`config.mk`:
```
export PLATFORM = sky130hd
export DESIGN_NAME = decimator
export DESIGN_NICKNAME = d
export VERILOG_FILES = /design/src/rtl/decimator_pkg.sv /design/src/rtl/decimator_fold.sv /design/src/rtl/decimator.sv
export SDC_FILE = /design/constraint.sdc
export NUM_CORES = 1
export LEC_CHECK = 0
export BUFFER_PORTS_ARGS = -buffer_cell sky130_fd_sc_hd__buf_4
export CORE_UTILIZATION = 55
export DETAILED_ROUTE_END_ITERATION = 7
export GPL_TIMING_DRIVEN = 0
export PLACE_DENSITY = 0.78
export SYNTH_ARGS = -nofsm -noshare
export SYNTH_HDL_FRONTEND = slang
export SYNTH_HIERARCHICAL = 1
export SYNTH_SLANG_ARGS = --single-unit
export TNS_END_PERCENT = 5
```
`constraint.sdc`:
```
create_clock -name iClk -period 4.9 [get_ports iClk]
set_clock_uncertainty 0.2 [all_clocks]
set_input_delay 1.47 -clock iClk [delete_from_list [all_inputs] [get_ports iClk]]
set_output_delay 1.47 -clock iClk [all_outputs]
set_load 0.005 [all_outputs]
```
`src/rtl/decimator_pkg.sv`:
```
// ============================================================================
// decimator_pkg : shared mode and state encodings for the decimator block
// Revision      : 1.0
// ============================================================================
`default_nettype none

package decimator_pkg;

   typedef logic [1:0] mode_t;

   localparam mode_t MODE_PICK_LAST = 2'd0;
   localparam mode_t MODE_AVERAGE   = 2'd1;
   localparam mode_t MODE_PEAK_MAX  = 2'd2;
   localparam mode_t MODE_PEAK_MIN  = 2'd3;

   localparam logic [0:0] ST_IDLE  = 1'b0;
   localparam logic [0:0] ST_ACCUM = 1'b1;

endpackage

`default_nettype wire

```
`src/rtl/decimator_fold.sv`:
```
// ============================================================================
// decimator_fold : combinational fold of one sample into the block accumulator
// Revision       : 1.0
// ============================================================================
`default_nettype none

module decimator_fold
   import decimator_pkg::*;
#(
   parameter int DATA_W   = 8,
   parameter int MAX_LOG2 = 14
)
(
   input  logic [DATA_W+MAX_LOG2-1:0] acc,
   input  logic [DATA_W-1:0]          sample,
   input  mode_t                      mode,
   input  logic                       first,
   output logic [DATA_W+MAX_LOG2-1:0] acc_next
);

   localparam int ACC_W = DATA_W + MAX_LOG2;

   logic [ACC_W-1:0] sample_ext;

   assign sample_ext = {{MAX_LOG2{1'b0}}, sample};

   // The first sample of a block seeds the accumulator regardless of mode.
   always_comb begin
      acc_next = acc;
      if (first) begin
         acc_next = sample_ext;
      end else begin
         case (mode)
            MODE_PICK_LAST: acc_next = sample_ext;
            MODE_AVERAGE:   acc_next = acc + sample_ext;
            MODE_PEAK_MAX:  acc_next = (sample_ext > acc) ? sample_ext : acc;
            MODE_PEAK_MIN:  acc_next = (sample_ext < acc) ? sample_ext : acc;
            default:        acc_next = acc;
         endcase
      end
   end

endmodule

`default_nettype wire

```
`src/rtl/decimator.sv`:
```
// ============================================================================
// decimator : collapses each block of 2**ratio valid samples into one output
// Revision  : 1.0
// ============================================================================
`default_nettype none

module decimator
   import decimator_pkg::*;
#(
   parameter int DATA_W   = 8,
   parameter int MAX_LOG2 = 14,
   parameter int LOG2_W   = 4
)
(
   input  logic                iClk,
   input  logic                iRst_n,
   input  logic [DATA_W-1:0]   iData,
   input  logic                iData_Valid,
   input  logic [LOG2_W-1:0]   iLog2_Ratio,
   input  logic [1:0]          iMode,
   input  logic                iClear,
   output logic [DATA_W-1:0]   oData,
   output logic                oData_Valid,
   output logic [MAX_LOG2:0]   oBlock_Cnt
);

   localparam int ACC_W = DATA_W + MAX_LOG2;
   localparam int CNT_W = MAX_LOG2 + 1;

   localparam logic [LOG2_W-1:0] MAX_LOG2_L = LOG2_W'(MAX_LOG2);
   localparam logic [CNT_W-1:0]  CNT_ONE    = CNT_W'(1);

   logic [0:0]        state;
   logic [LOG2_W-1:0] cfg_log2;
   mode_t             cfg_mode;
   logic [CNT_W-1:0]  count;
   logic [ACC_W-1:0]  acc;
   logic [DATA_W-1:0] data_q;
   logic              valid_q;

   logic [LOG2_W-1:0] in_log2;
   logic [LOG2_W-1:0] eff_log2;
   mode_t             eff_mode;
   logic              first;
   logic [CNT_W-1:0]  count_next;
   logic [CNT_W-1:0]  block_len;
   logic [ACC_W-1:0]  acc_next;
   logic [DATA_W-1:0] avg_data;
   logic              complete;

   assign in_log2 = (iLog2_Ratio > MAX_LOG2_L) ? MAX_LOG2_L : iLog2_Ratio;

   // In IDLE the live inputs act as the config so a ratio-1 block can
   // complete on the very sample that opens it.
   assign first      = (state == ST_IDLE);
   assign eff_log2   = first ? in_log2 : cfg_log2;
   assign eff_mode   = first ? iMode : cfg_mode;
   assign count_next = first ? CNT_ONE : count + CNT_ONE;
   assign block_len  = CNT_ONE << eff_log2;
   assign complete   = iData_Valid && !iClear && (count_next == block_len);
   assign avg_data   = DATA_W'(acc_next >> eff_log2);

   decimator_fold #(
      .DATA_W   (DATA_W),
      .MAX_LOG2 (MAX_LOG2)
   ) u_fold (
      .acc      (acc),
      .sample   (iData),
      .mode     (eff_mode),
      .first    (first),
      .acc_next (acc_next)
   );

   always_ff @(posedge iClk or negedge iRst_n) begin
      if (!iRst_n) begin
         state    <= ST_IDLE;
         cfg_log2 <= '0;
         cfg_mode <= MODE_PICK_LAST;
         count    <= '0;
         acc      <= '0;
         data_q   <= '0;
         valid_q  <= 1'b0;
      end else begin
         valid_q <= 1'b0;
         if (iClear) begin
            state <= ST_IDLE;
            count <= '0;
         end else if (iData_Valid) begin
            acc <= acc_next;
            if (first) begin
               cfg_log2 <= in_log2;
               cfg_mode <= iMode;
            end
            if (complete) begin
               state   <= ST_IDLE;
               count   <= '0;
               valid_q <= 1'b1;
               data_q  <= (eff_mode == MODE_AVERAGE) ? avg_data : acc_next[DATA_W-1:0];
            end else begin
               state <= ST_ACCUM;
               count <= count_next;
            end
         end
      end
   end

   assign oData       = data_q;
   assign oData_Valid = valid_q;
   assign oBlock_Cnt  = count;

endmodule

`default_nettype wire

```
==> results_dict.tcl <==
set metrics [dict create \
    run_status "complete, but fails checks" \
    violations "setup timing" \
    busiest_layer "met2" \
    cp_max_fo 8 \
    cts_tree "yes" \
    syn_area_per_cell_um2 8.012 \
    p_total_mw 1.590 \
    critPathCaptureType "flip-flop" \
    ys_warn_count 6 \
    yosys.area.top_type_share 0.2683 \
    port_buffers 41 \
    worst_pin_slew_ns 0.7327 \
    arrival_ns 4.94 \
    seq_area_frac_synth 0.2683 \
    core_um2 8721 \
    grt_pass1_vias 4848 \
    grt_use_met3 0.02962 \
    clock_latency_ns 0.32 \
    cts_max_level 2 \
    synthArstFlopShare 1.000 \
    fmax_ghz 0.2026 \
    synth_edf_count 0 \
    dp.cells 766 \
    clk_path_buf_depth 2 \
    synthTopCellsByArea "dfrtp_1 27%, nand2_1 9.2%, mux2i_1 8.9%, ha_1 4.3%, nor2_1 3.2%" \
    worstPathRequired_ns 4.91 \
    die_h_um 96.81 \
    dp_hpwl_mm 10.47 \
    design.die.area_um2 9371 \
    num_vias 5143 \
    utilization 0.6740 \
    cts_sinks 53 \
    clkTransAtPathRegs_ns 0.10 \
    max-vdd-ir-drop_v 0.0001297 \
    vias_per_cell 6.510 \
    synth_nets 653 \
    slew_viol_final 0 \
    critPathLaunchType "primary input" \
    grt_antenna_before_repair 0 \
    p_leak_nw 2.768 \
    io_pins 42 \
    area_growth_pct 18.91 \
    routed_wl_mm 14.72 \
    whs_ns 0.2871 \
    power_density_nw_per_um2 270.6 \
    ys_ff_latch 53 \
    fin_crit_sh 1.007 \
    grt_use_met1 0.3716 \
    grt_setup_unrepaired "true" \
    grt.total_usage 0.3053 \
    yosysTopAreaCell "dfrtp_1" \
    drive_gt1_frac 0.1848 \
    place_area_um2 5436 \
    root_buffer "clkbuf_8" \
    maxCapViolations 0 \
    fill_cells 685 \
    start_util 0.5669 \
    use_met2 0.5368 \
    r2r_setup_slack_ns 0.42 \
    synthFlopType "dfrtp_1" \
    cts_buffers 5 \
    drt_first_pass_iters 5 \
    rows 34 \
    fin_cells 790 \
    setup_slack_ns -0.03496 \
    detail_route.wl_per_cell_um 18.63 \
    synthCells 617 \
    dp_slack_ns -0.8035 \
    gr-total-overflow 0 \
    grt_pass1_wl_mm 23.47 \
    setup_viol 3 \
    place.gp.congestion 0.9380 \
    drtIter0Drc 380 \
    synth.distinct_cells 73 \
    tns_ns -0.04515 \
    relSlewSlack 0.4976 \
    netlist_area_um2 4943 \
    ant_nets 0 \
    final_hold_viol_count 0 \
    design_area_um2 5878 \
    fin_crit_ns 4.935 \
    grt_max_degree 54 \
    post-route-drc-count 0 \
    path_class "primary input to flip-flop" \
    diodes 0 \
    fp.dieW_um 96.81 \
    hp-class "flip-flop to flip-flop" \
    nets 717 \
]
cell usage after synthesis, drive strengths merged, types with 8 or more instances:
| library cell | instances |
|---|---|
| ha | 17 |
| nor2 | 43 |
| a211oi | 10 |
| buf | 14 |
| nand2 | 121 |
| dfrtp | 53 |
| nand3 | 17 |
| a211o | 9 |
| mux2i | 44 |
| nand4 | 10 |
| o22ai | 8 |
| nor2b | 9 |
| inv | 27 |
| a21o | 10 |
| clkbuf | 19 |
| a21oi | 16 |
| o21ai | 32 |
| a22o | 9 |
| mux2 | 10 |
| nor4 | 19 |
| a221o | 10 |
sequential cells by signal, indices dropped and copies added, names as in the netlist:
name,flops
cfg_log2,4
cfg_mode,2
oBlock_Cnt,15
state,1
oData_Valid,1
acc,22
oData,8
metal layers:
layer | up-vias | part of all wire
met5 | - | 0
met4 | 0 | 0.048
met3 | 62 | 0.055
met2 | 238 | 0.49
met1 | 2451 | 0.40
li1 | 2392 | -
worst max-delay path: stages:
cell and delay (ns):
buf_8 0.10, ha_4 0.28, nand4_1 0.13, o21bai_4 0.19, a311o_4 0.44, o2111a_1 0.28
or2_1 0.22, buf_6 0.15, a221o_2 0.47, mux2i_2 0.23, mux4_2 0.31, nor2_2 0.06
a211oi_2 0.22, o21ai_1 0.10, mux2_4 0.27
worst paths after layout:
path,to,start,cells past startpoint
max in group asynchronous,acc[10],iRst_n,1
max reg2reg,oData[5],state,16
max,oData[5],iData[2],15
min,cfg_mode[0],cfg_mode[0],2
min in group asynchronous,oBlock_Cnt[3],iRst_n,1
min reg2reg,cfg_mode[0],cfg_mode[0],2
cells in the final DEF (no fill, tap or decap), types with 7 or more instances in the layout:
cell type  count
nand2_1      121
buf_4         54
dfrtp_1       53
nor2_1        41
mux2i_1       38
inv_1         27
o21ai_0       25
nand3_1       17
nor4_1        17
a21oi_1       16
clkbuf_1      13
ha_1          13
a21o_1        10
nand4_1       10
a22o_1         9
a221o_1        9
nor2b_1        8
a211o_1        8
a211oi_1       8
o22ai_1        8
mux2_2         7
xnor2_1        7
xor2_1         7
nor3_1         7
report_power, final:
part           internal (mW)  switching, mW  leakage (nW)
combinational          0.305          0.390          2.00
clock                  0.203          0.159        0.0681
sequential             0.488         0.0457         0.704
total                  0.996          0.594          2.77
repair_timing:
item,CTS,global route
buffers inserted,4,13
endpoints found under the setup margin,8,8
cloned,0,1
resized for setup,10,32
hold buffers,0,0
pin swaps,4,15
kinds of logic (layout without fill, tap and decap cells):
family / count (synthesis) / after routing / share of synthesized area
buf+inv: 60 / 125 / 0.05492
compound gates: 153 / 153 / 0.2291
xor+xnor: 14 / 14 / 0.02480
simple gates: 264 / 264 / 0.2594
mux: 55 / 55 / 0.1164
flops: 53 / 53 / 0.2683
fa+ha+maj: 18 / 18 / 0.04708
layout make-up:
cell class | count | area (um^2) | area share
buffer | 31 | 168.9 | 0.02874
clock buffer | 5 | 68.82 | 0.01171
clock inverter | 3 | 65.06 | 0.01107
inverter | 27 | 101.3 | 0.01724
multi-input combinational | 504 | 3530 | 0.6005
sequential | 53 | 1326 | 0.2256
tap | 108 | 135.1 | 0.02299
timing repair buffer | 59 | 483.0 | 0.08216
(Power assumes the default switching activity.)
